### config.mk
export PLATFORM = sky130hd
export DESIGN_NAME = multicycle_control_flat
export DESIGN_NICKNAME = d
export VERILOG_FILES = /design/src/rtl/multicycle_control_if.sv /design/src/rtl/multicycle_control.sv /design/src/flat_wrapper.sv
export SDC_FILE = /design/constraint.sdc
export NUM_CORES = 1
export LEC_CHECK = 0
export ABC_AREA = 1
export CAP_MARGIN = 20
export CORE_UTILIZATION = 42
export DETAILED_ROUTE_END_ITERATION = 12
export GPL_ROUTABILITY_DRIVEN = 1
export PLACE_DENSITY = 0.76
export SLEW_MARGIN = 20
export SYNTH_ARGS = -nofsm -noshare
export SYNTH_HDL_FRONTEND = slang
export SYNTH_SLANG_ARGS = --single-unit
### constraint.sdc
create_clock -name clk -period 1.4 [get_ports clk]
set_clock_uncertainty 0.05 [all_clocks]
set_input_delay 0.28 -clock clk [delete_from_list [all_inputs] [get_ports clk]]
set_output_delay 0.28 -clock clk [all_outputs]
set_load 0.005 [all_outputs]
### src/rtl/multicycle_control_if.sv
// Control-to-datapath bundle for the multi-cycle MIPS controller.
// master = controller, slave = datapath side.
interface multicycle_control_if;
  logic       run;
  logic [5:0] Instruction;
  logic       Zero;
  logic       mem_ready;
  logic       PCWrite;
  logic       PCWriteCond;
  logic       BranchNe;
  logic       IorD;
  logic       MemRead;
  logic       MemWrite;
  logic       IRWrite;
  logic       RegWrite;
  logic       ALUSrcA;
  logic [1:0] RegDst;
  logic [1:0] MemtoReg;
  logic [1:0] ALUSrcB;
  logic [1:0] PCSource;
  logic [2:0] ALUOp;
  logic       illegal_op;
  logic       mem_timeout;
  logic [3:0] state;

  modport master (
    input  run, Instruction, Zero, mem_ready,
    output PCWrite, PCWriteCond, BranchNe, IorD,
    output MemRead, MemWrite, IRWrite, RegWrite,
    output ALUSrcA, RegDst, MemtoReg, ALUSrcB,
    output PCSource, ALUOp,
    output illegal_op, mem_timeout, state
  );

  modport slave (
    output run, Instruction, Zero, mem_ready,
    input  PCWrite, PCWriteCond, BranchNe, IorD,
    input  MemRead, MemWrite, IRWrite, RegWrite,
    input  ALUSrcA, RegDst, MemtoReg, ALUSrcB,
    input  PCSource, ALUOp,
    input  illegal_op, mem_timeout, state
  );
endinterface

### src/rtl/multicycle_control.sv
// Multi-cycle MIPS main control FSM with bounded
// memory wait and sticky trap causes.
module multicycle_control #(
  parameter int WAIT_LIMIT = 15,
  parameter int CNT_W      = 4
) (
  input logic clk,
  input logic rst_n,
  multicycle_control_if.master bus
);
  typedef enum logic [3:0] {
    S_IDLE    = 4'd0,
    S_FETCH   = 4'd1,
    S_DECODE  = 4'd2,
    S_MEMADR  = 4'd3,
    S_MEMRD   = 4'd4,
    S_MEMWB   = 4'd5,
    S_MEMWR   = 4'd6,
    S_EXEC    = 4'd7,
    S_ALUWB   = 4'd8,
    S_BRANCH  = 4'd9,
    S_IMMEXEC = 4'd10,
    S_IMMWB   = 4'd11,
    S_JUMP    = 4'd12,
    S_JAL     = 4'd13,
    S_TRAP    = 4'd15
  } state_e;

  state_e     state_q, state_d;
  logic [CNT_W-1:0] cnt_q, cnt_d;
  logic [5:0] op_q, op_d;
  logic       ill_q, ill_d;
  logic       to_q, to_d;
  logic       mem_st;
  logic       at_lim;

  assign mem_st = (state_q == S_FETCH) ||
                  (state_q == S_MEMRD) ||
                  (state_q == S_MEMWR);
  assign at_lim = (cnt_q == CNT_W'(WAIT_LIMIT));

  always_ff @(posedge clk or negedge rst_n) begin
    if (!rst_n) begin
      state_q <= S_IDLE;
      cnt_q   <= '0;
      op_q    <= '0;
      ill_q   <= 1'b0;
      to_q    <= 1'b0;
    end else begin
      state_q <= state_d;
      cnt_q   <= cnt_d;
      op_q    <= op_d;
      ill_q   <= ill_d;
      to_q    <= to_d;
    end
  end

  always_comb begin
    state_d         = state_q;
    op_d            = op_q;
    ill_d           = ill_q;
    to_d            = to_q;
    bus.PCWrite     = 1'b0;
    bus.PCWriteCond = 1'b0;
    bus.BranchNe    = 1'b0;
    bus.IorD        = 1'b0;
    bus.MemRead     = 1'b0;
    bus.MemWrite    = 1'b0;
    bus.IRWrite     = 1'b0;
    bus.RegWrite    = 1'b0;
    bus.ALUSrcA     = 1'b0;
    bus.RegDst      = 2'd0;
    bus.MemtoReg    = 2'd0;
    bus.ALUSrcB     = 2'd0;
    bus.PCSource    = 2'd0;
    bus.ALUOp       = 3'd0;
    unique case (state_q)
      S_IDLE: begin
        if (bus.run) state_d = S_FETCH;
      end
      S_FETCH: begin
        bus.MemRead = 1'b1;
        bus.ALUSrcB = 2'd1;
        if (bus.mem_ready) begin
          bus.IRWrite = 1'b1;
          bus.PCWrite = 1'b1;
          state_d     = S_DECODE;
        end else if (at_lim) begin
          to_d    = 1'b1;
          state_d = S_TRAP;
        end
      end
      S_DECODE: begin
        bus.ALUSrcB = 2'd3;
        op_d        = bus.Instruction;
        case (bus.Instruction)
          6'd35, 6'd43: state_d = S_MEMADR;
          6'd0:         state_d = S_EXEC;
          6'd4, 6'd5:   state_d = S_BRANCH;
          6'd8, 6'd10,
          6'd12, 6'd13: state_d = S_IMMEXEC;
          6'd2:         state_d = S_JUMP;
          6'd3:         state_d = S_JAL;
          default: begin
            ill_d   = 1'b1;
            state_d = S_TRAP;
          end
        endcase
      end
      S_MEMADR: begin
        bus.ALUSrcA = 1'b1;
        bus.ALUSrcB = 2'd2;
        state_d = (op_q == 6'd35) ? S_MEMRD : S_MEMWR;
      end
      S_MEMRD: begin
        bus.MemRead = 1'b1;
        bus.IorD    = 1'b1;
        if (bus.mem_ready) begin
          state_d = S_MEMWB;
        end else if (at_lim) begin
          to_d    = 1'b1;
          state_d = S_TRAP;
        end
      end
      S_MEMWB: begin
        bus.RegWrite = 1'b1;
        bus.MemtoReg = 2'd1;
        state_d      = S_FETCH;
      end
      S_MEMWR: begin
        bus.MemWrite = 1'b1;
        bus.IorD     = 1'b1;
        if (bus.mem_ready) begin
          state_d = S_FETCH;
        end else if (at_lim) begin
          to_d    = 1'b1;
          state_d = S_TRAP;
        end
      end
      S_EXEC: begin
        bus.ALUSrcA = 1'b1;
        bus.ALUOp   = 3'd2;
        state_d     = S_ALUWB;
      end
      S_ALUWB: begin
        bus.RegWrite = 1'b1;
        bus.RegDst   = 2'd1;
        state_d      = S_FETCH;
      end
      S_BRANCH: begin
        bus.ALUSrcA     = 1'b1;
        bus.ALUOp       = 3'd1;
        bus.PCWriteCond = 1'b1;
        bus.PCSource    = 2'd1;
        bus.BranchNe    = (op_q == 6'd5);
        state_d         = S_FETCH;
      end
      S_IMMEXEC: begin
        bus.ALUSrcA = 1'b1;
        bus.ALUSrcB = 2'd2;
        unique case (1'b1)
          op_q == 6'd10: bus.ALUOp = 3'd5;
          op_q == 6'd12: bus.ALUOp = 3'd4;
          op_q == 6'd13: bus.ALUOp = 3'd3;
          default:       bus.ALUOp = 3'd0;
        endcase
        state_d = S_IMMWB;
      end
      S_IMMWB: begin
        bus.RegWrite = 1'b1;
        state_d      = S_FETCH;
      end
      S_JUMP: begin
        bus.PCWrite  = 1'b1;
        bus.PCSource = 2'd2;
        state_d      = S_FETCH;
      end
      S_JAL: begin
        bus.PCWrite  = 1'b1;
        bus.PCSource = 2'd2;
        bus.RegWrite = 1'b1;
        bus.RegDst   = 2'd2;
        bus.MemtoReg = 2'd2;
        state_d      = S_FETCH;
      end
      default: state_d = S_TRAP;
    endcase
  end

  // Counter restarts on every state change so each access gets its own budget
  always_comb begin
    cnt_d = cnt_q;
    if (state_d != state_q) cnt_d = '0;
    else if (mem_st && !bus.mem_ready)
      cnt_d = cnt_q + CNT_W'(1);
  end

  assign bus.state       = state_q;
  assign bus.illegal_op  = ill_q;
  assign bus.mem_timeout = to_q;
endmodule

### src/flat_wrapper.sv
// flat-port wrapper written by rule: the top's interface ports become plain ports
module multicycle_control_flat 
#(
  parameter int WAIT_LIMIT = 15,
  parameter int CNT_W      = 4
)
  (clk, rst_n, bus_run, bus_Instruction, bus_Zero, bus_mem_ready, bus_PCWrite, bus_PCWriteCond, bus_BranchNe, bus_IorD, bus_MemRead, bus_MemWrite, bus_IRWrite, bus_RegWrite, bus_ALUSrcA, bus_RegDst, bus_MemtoReg, bus_ALUSrcB, bus_PCSource, bus_ALUOp, bus_illegal_op, bus_mem_timeout, bus_state);
  multicycle_control_if bus_i ();
  input logic clk;
  input logic rst_n;
  input wire logic [$bits(bus_i.run)-1:0] bus_run;
  input wire logic [$bits(bus_i.Instruction)-1:0] bus_Instruction;
  input wire logic [$bits(bus_i.Zero)-1:0] bus_Zero;
  input wire logic [$bits(bus_i.mem_ready)-1:0] bus_mem_ready;
  output wire logic [$bits(bus_i.PCWrite)-1:0] bus_PCWrite;
  output wire logic [$bits(bus_i.PCWriteCond)-1:0] bus_PCWriteCond;
  output wire logic [$bits(bus_i.BranchNe)-1:0] bus_BranchNe;
  output wire logic [$bits(bus_i.IorD)-1:0] bus_IorD;
  output wire logic [$bits(bus_i.MemRead)-1:0] bus_MemRead;
  output wire logic [$bits(bus_i.MemWrite)-1:0] bus_MemWrite;
  output wire logic [$bits(bus_i.IRWrite)-1:0] bus_IRWrite;
  output wire logic [$bits(bus_i.RegWrite)-1:0] bus_RegWrite;
  output wire logic [$bits(bus_i.ALUSrcA)-1:0] bus_ALUSrcA;
  output wire logic [$bits(bus_i.RegDst)-1:0] bus_RegDst;
  output wire logic [$bits(bus_i.MemtoReg)-1:0] bus_MemtoReg;
  output wire logic [$bits(bus_i.ALUSrcB)-1:0] bus_ALUSrcB;
  output wire logic [$bits(bus_i.PCSource)-1:0] bus_PCSource;
  output wire logic [$bits(bus_i.ALUOp)-1:0] bus_ALUOp;
  output wire logic [$bits(bus_i.illegal_op)-1:0] bus_illegal_op;
  output wire logic [$bits(bus_i.mem_timeout)-1:0] bus_mem_timeout;
  output wire logic [$bits(bus_i.state)-1:0] bus_state;
  assign bus_i.run = bus_run;
  assign bus_i.Instruction = bus_Instruction;
  assign bus_i.Zero = bus_Zero;
  assign bus_i.mem_ready = bus_mem_ready;
  assign bus_PCWrite = bus_i.PCWrite;
  assign bus_PCWriteCond = bus_i.PCWriteCond;
  assign bus_BranchNe = bus_i.BranchNe;
  assign bus_IorD = bus_i.IorD;
  assign bus_MemRead = bus_i.MemRead;
  assign bus_MemWrite = bus_i.MemWrite;
  assign bus_IRWrite = bus_i.IRWrite;
  assign bus_RegWrite = bus_i.RegWrite;
  assign bus_ALUSrcA = bus_i.ALUSrcA;
  assign bus_RegDst = bus_i.RegDst;
  assign bus_MemtoReg = bus_i.MemtoReg;
  assign bus_ALUSrcB = bus_i.ALUSrcB;
  assign bus_PCSource = bus_i.PCSource;
  assign bus_ALUOp = bus_i.ALUOp;
  assign bus_illegal_op = bus_i.illegal_op;
  assign bus_mem_timeout = bus_i.mem_timeout;
  assign bus_state = bus_i.state;
  multicycle_control #(.WAIT_LIMIT(WAIT_LIMIT), .CNT_W(CNT_W)) u_core (.clk(clk), .rst_n(rst_n), .bus(bus_i));
endmodule
==> flow_metrics.env, run 1 <==
export IMPL_outcome="did not finish"
export IMPL_haltStage="global routing (5_1_grt)"
export IMPL_tool_error="[ERROR GRT-0232] Routing congestion too high. Check the congestion heatmap in the GUI."
export IMPL_ys_types=21
export IMPL_ys_seq_area_frac=0.328
export IMPL_syn_nets=207
export IMPL_grt_use_total=0.558
export IMPL_placed_cells=316
export IMPL_htree_levels=1
export IMPL_syn_area_sq_um=1220
export IMPL_cts_sinks=16
export IMPL_gp_congestion=0.907
export IMPL_fp_dieW_um=55.9
export IMPL_yosys_warnings=0
export IMPL_clk_path_buf_depth=2
export IMPL_cts_root_buf="clkbuf_4"
export IMPL_endpoint_type="register data pin"
export IMPL_ys_ff_latch=16
export IMPL_worstEndpointGrtRepair="u_core.cnt_q[1]$_DFFE_PN0P_/D"
export IMPL_synthCells=195
export IMPL_cts_hold_buffers=0
export IMPL_cts_inserted_buffers=3
export IMPL_grt_max_degree=17
export IMPL_ios=37
export IMPL_port_buffers=35
export IMPL_die_h_um=55.9
export IMPL_start_util=0.442
export IMPL_num_rows=19
export IMPL_grt_ovfl_total=4
export IMPL_avgSynthCellArea_sq_um=6.26
export IMPL_dp_hpwl_um=2960
-- routing by layer --
layer,GRT usage,overflow
met1,0.607,0
met2,0.831,3
met4,0.505,1
met3,0.221,0
met5,0,0
-- per-stage QoR --
step           instance area, sq um  setup TNS (ns)  worst slack, ns  utilization
2_1_floorplan                  1260          -0.305          -0.0764            -
3_3_place_gp                   2060          -10.38           -0.543        0.747
3_5_place_dp                   2060          -11.03           -0.607        0.747
4_1_cts                        2360           -8.46           -0.432        0.856
-- Yosys cell counts, drive strengths merged --
cell type,instances,share of area
o31ai,1,0.0062
o221ai,1,0.0072
a21oi,2,0.011
nor2,44,0.15
nand4,8,0.041
inv,26,0.080
xor2,3,0.022
nand2,60,0.20
ha,1,0.010
dfrtp,16,0.33
o21bai,1,0.0062
nand3,21,0.090
buf,2,0.012
o21ai,9,0.037
-- logic make-up after synthesis --
logic type | count (synthesis) | synth area share
AO/OA/AOI/OAI | 14 | 0.0677
flip-flops | 16 | 0.328
adder cells (fa/ha/maj) | 1 | 0.0103
XOR/XNOR | 3 | 0.0215
buffers and inverters | 28 | 0.0923
AND/OR/NAND/NOR | 133 | 0.480
-- what timing repair did --
item / 4_1_cts
cloned: 0
pin swaps: 17
gates resized for setup: 159
endpoints found under the setup margin: 34
setup buffers: 19
==> inputs of run 2 (changes only) <==
Settings changed: CORE_AREA set to 2 2 63 65, CORE_UTILIZATION 42 to unset, DIE_AREA set to 0 0 65 67, PLACE_DENSITY 0.76 to unset, PLACE_DENSITY_LB_ADDON set to 0.15.
Clock period 1.4 ns to 1.8 ns, I/O delays scaled along.
==> run 2 against run 1 <==
The flow now finishes, with violations (setup timing). Area after synthesis unchanged. Synthesized cell count is the same.
==> flow_metrics.env, run 2 <==
export IMPL_outcome="finished, violations left"
export IMPL_violations="setup timing"
export IMPL_htree_levels=1
export IMPL_fp_dieW_um=65
export IMPL_finalHoldViolations=0
export IMPL_num_fill_cells=297
export IMPL_startpoint="u_core.bus.state[2]$_DFF_PN0_"
export IMPL_antenna_found_initial=0
export IMPL_final_common_cell="buf_4"
export IMPL_yosys_warnings=0
export IMPL_post_route_util=0.688
export IMPL_grt_pass1_vias=1640
export IMPL_n_antenna_cell=0
export IMPL_port_buffers=35
export IMPL_clk_path_buf_depth=2
export IMPL_drt_initial_drc_count=161
export IMPL_largest_register_ffs=6
export IMPL_num_rows=22
export IMPL_synth_edf_count=0
export IMPL_reg2reg_from="u_core.bus.state[2]$_DFF_PN0_"
export IMPL_final_cell_mix="buf_4, nand2_1, nor2_1"
export IMPL_worstPathArrival_ns=2.00
export IMPL_rsz0062_at_grt="yes"
export IMPL_register_area_sq_um=405
export IMPL_cap_violations=0
export IMPL_ios=37
export IMPL_relSlewSlack=0.818
export IMPL_drv_slew=0
export IMPL_grt_use_total=0.224
export IMPL_synth_top_area_share=0.328
export IMPL_timing_final_ws_setup_ns=-0.102
export IMPL_crit_fanout=4
export IMPL_core_area_sq_um=3610
export IMPL_crit_type="flip-flop to flip-flop"
export IMPL_detail_route_vias_per_cell=4.93
export IMPL_placed_cells=326
export IMPL_drc=0
export IMPL_grt_ovfl_total=0
export IMPL_cts_sinks=16
export IMPL_firstDrtPassIters=4
export IMPL_cp_end_kind="flip-flop"
export IMPL_fin_area_sq_um=2480
export IMPL_leakagePower_nw=1.32
export IMPL_routed_wl_um=5370
export IMPL_path_clk_slew_ns=0.08
export IMPL_start_kind="flip-flop"
export IMPL_cts_root_buf="clkbuf_8"
export IMPL_start_util=0.338
export IMPL_hp_class="input pin to async pin"
export IMPL_fin_crit_ns=1.90
export IMPL_synthCells=195
export IMPL_yosys_top_cells_count="nand2_1, nor2_1, inv_1"
export IMPL_grt_first_pass_wirelength_um=7450
export IMPL_dp_hpwl_um=3070
export IMPL_wire_per_inst_um=15.1
export IMPL_placed_cell_area_sq_um=1990
export IMPL_finalPower_w=0.000790
export IMPL_area_growth_pct=103
export IMPL_clk_latency_ns=0.26
export IMPL_cts_inserted_buffers=3
export IMPL_cts_tree="done"
export IMPL_drt_antenna_violating_nets=0
export IMPL_synth_top_flop_cell="dfrtp_1"
export IMPL_final_cells=355
export IMPL_top_register="u_core.op_q"
export IMPL_die_h_um=67
export IMPL_multi_input_area_sq_um=941
export IMPL_ys_ff_latch=16
export IMPL_grt_max_degree=17
export IMPL_worstPathRequired_ns=1.90
export IMPL_ys_seq_area_frac=0.328
export IMPL_fmax_mhz=526
export IMPL_dieArea_sq_um=4360
export IMPL_synth_most_common_cell="nand2_1"
export IMPL_syn_nets=207
export IMPL_synth_top_area_cell="dfrtp_1"
export IMPL_gp_congestion=0.835
export IMPL_ir_drop_v=0.000226
export IMPL_cellPowerDensity_nw_per_um2=318
export IMPL_ys_types=21
export IMPL_avgSynthCellArea_sq_um=6.26
export IMPL_fin_crit_sh=1.06
export IMPL_async_flop_share=1.00
export IMPL_nNetsFinal=320
export IMPL_layout_drive_gt1_share=0.521
export IMPL_tightestPinTransition_ns=0.272
export IMPL_setup_viol=16
export IMPL_ys_top_cells_by_area="dfrtp_1, nand2_1, nor2_1, nand3_1, inv_1"
export IMPL_syn_area_sq_um=1220
export IMPL_vias=1751
==> run 2: timing repair <==
action                     4_1_cts  5_1_grt
pin swaps                       16       20
gates cloned                     0        0
setup endpoints to repair       26       25
gates resized for setup        112       52
buffers inserted                21        6
hold buffers                     0        0
==> run 2: worst max-delay path, stage by stage, from the launching register on <==
cell     delay [ns]
dfrtp_2        0.45
buf_6          0.14
nor2_4         0.12
buf_6          0.12
inv_4          0.04
buf_6          0.11
nor2_4         0.14
nand3_2        0.13
nand4_1        0.16
nand2_1        0.08
nand2_1        0.07
nor2_2         0.05
nand2_2        0.08
nor2_1         0.05
==> run 2: path summary, 6_finish.rpt <==
| check | to | slack [ns] | cells past startpoint |
|---|---|---|---|
| worst max-delay path | u_core.cnt_q[0]$_DFFE_PN0P_ | -0.10 | 13 |
| worst min-delay path | u_core.cnt_q[2]$_DFFE_PN0P_ | 0.36 | 2 |
| worst max register to register | u_core.cnt_q[0]$_DFFE_PN0P_ | -0.10 | 13 |
| worst min register to register | u_core.bus.mem_timeout$_DFFE_PN0P_ | 0.43 | 2 |
| max in group asynchronous | u_core.bus.state[3]$_DFF_PN0_ | 1.12 | 2 |
| min in group clk | u_core.op_q[2]$_DFFE_PN0P_ | 0.43 | 3 |
==> run 2: final cells by class <==
cell class | count | share of cell area
Sequential cell | 16 | 0.163
Inverter | 26 | 0.0434
Timing Repair Buffer | 110 | 0.368
Tap cell | 48 | 0.0242
Multi-Input combinational cell | 151 | 0.379
Clock buffer | 4 | 0.0222
==> run 2: cell families after synthesis <==
logic type               synth area share
buffers and inverters              0.0923
flip-flops                          0.328
AO/OA/AOI/OAI                      0.0677
XOR/XNOR                           0.0215
AND/OR/NAND/NOR                     0.480
adder cells (fa/ha/maj)            0.0103
==> run 2: where the power goes <==
part           switching (W)  internal [W]
Combinational      0.0000398     0.0000417
Clock               0.000152      0.000195
Sequential       0.000000782      0.000361
==> run 2: stage by stage <==
stage / setup WS (ns) / hold slack (ns) / setup TNS [ns]
floorplan: 0.234 / 0.0144 / 0
global placement: -0.254 / 0.403 / -2.98
detailed placement: -0.265 / 0.410 / -3.18
CTS: -0.153 / 0.370 / -0.894
global route: -0.227 / 0.386 / -2.16
finish: -0.102 / 0.360 / -0.820
==> run 2: metal layers <==
layer	global-route usage	part of all wire	vias up
met5	0	0	-
met4	0.109	0.027	0
met3	0.0338	0.044	21
met2	0.384	0.53	64
met1	0.273	0.40	818
li1	-	-	848
Power figures use the tool's default switching activity.
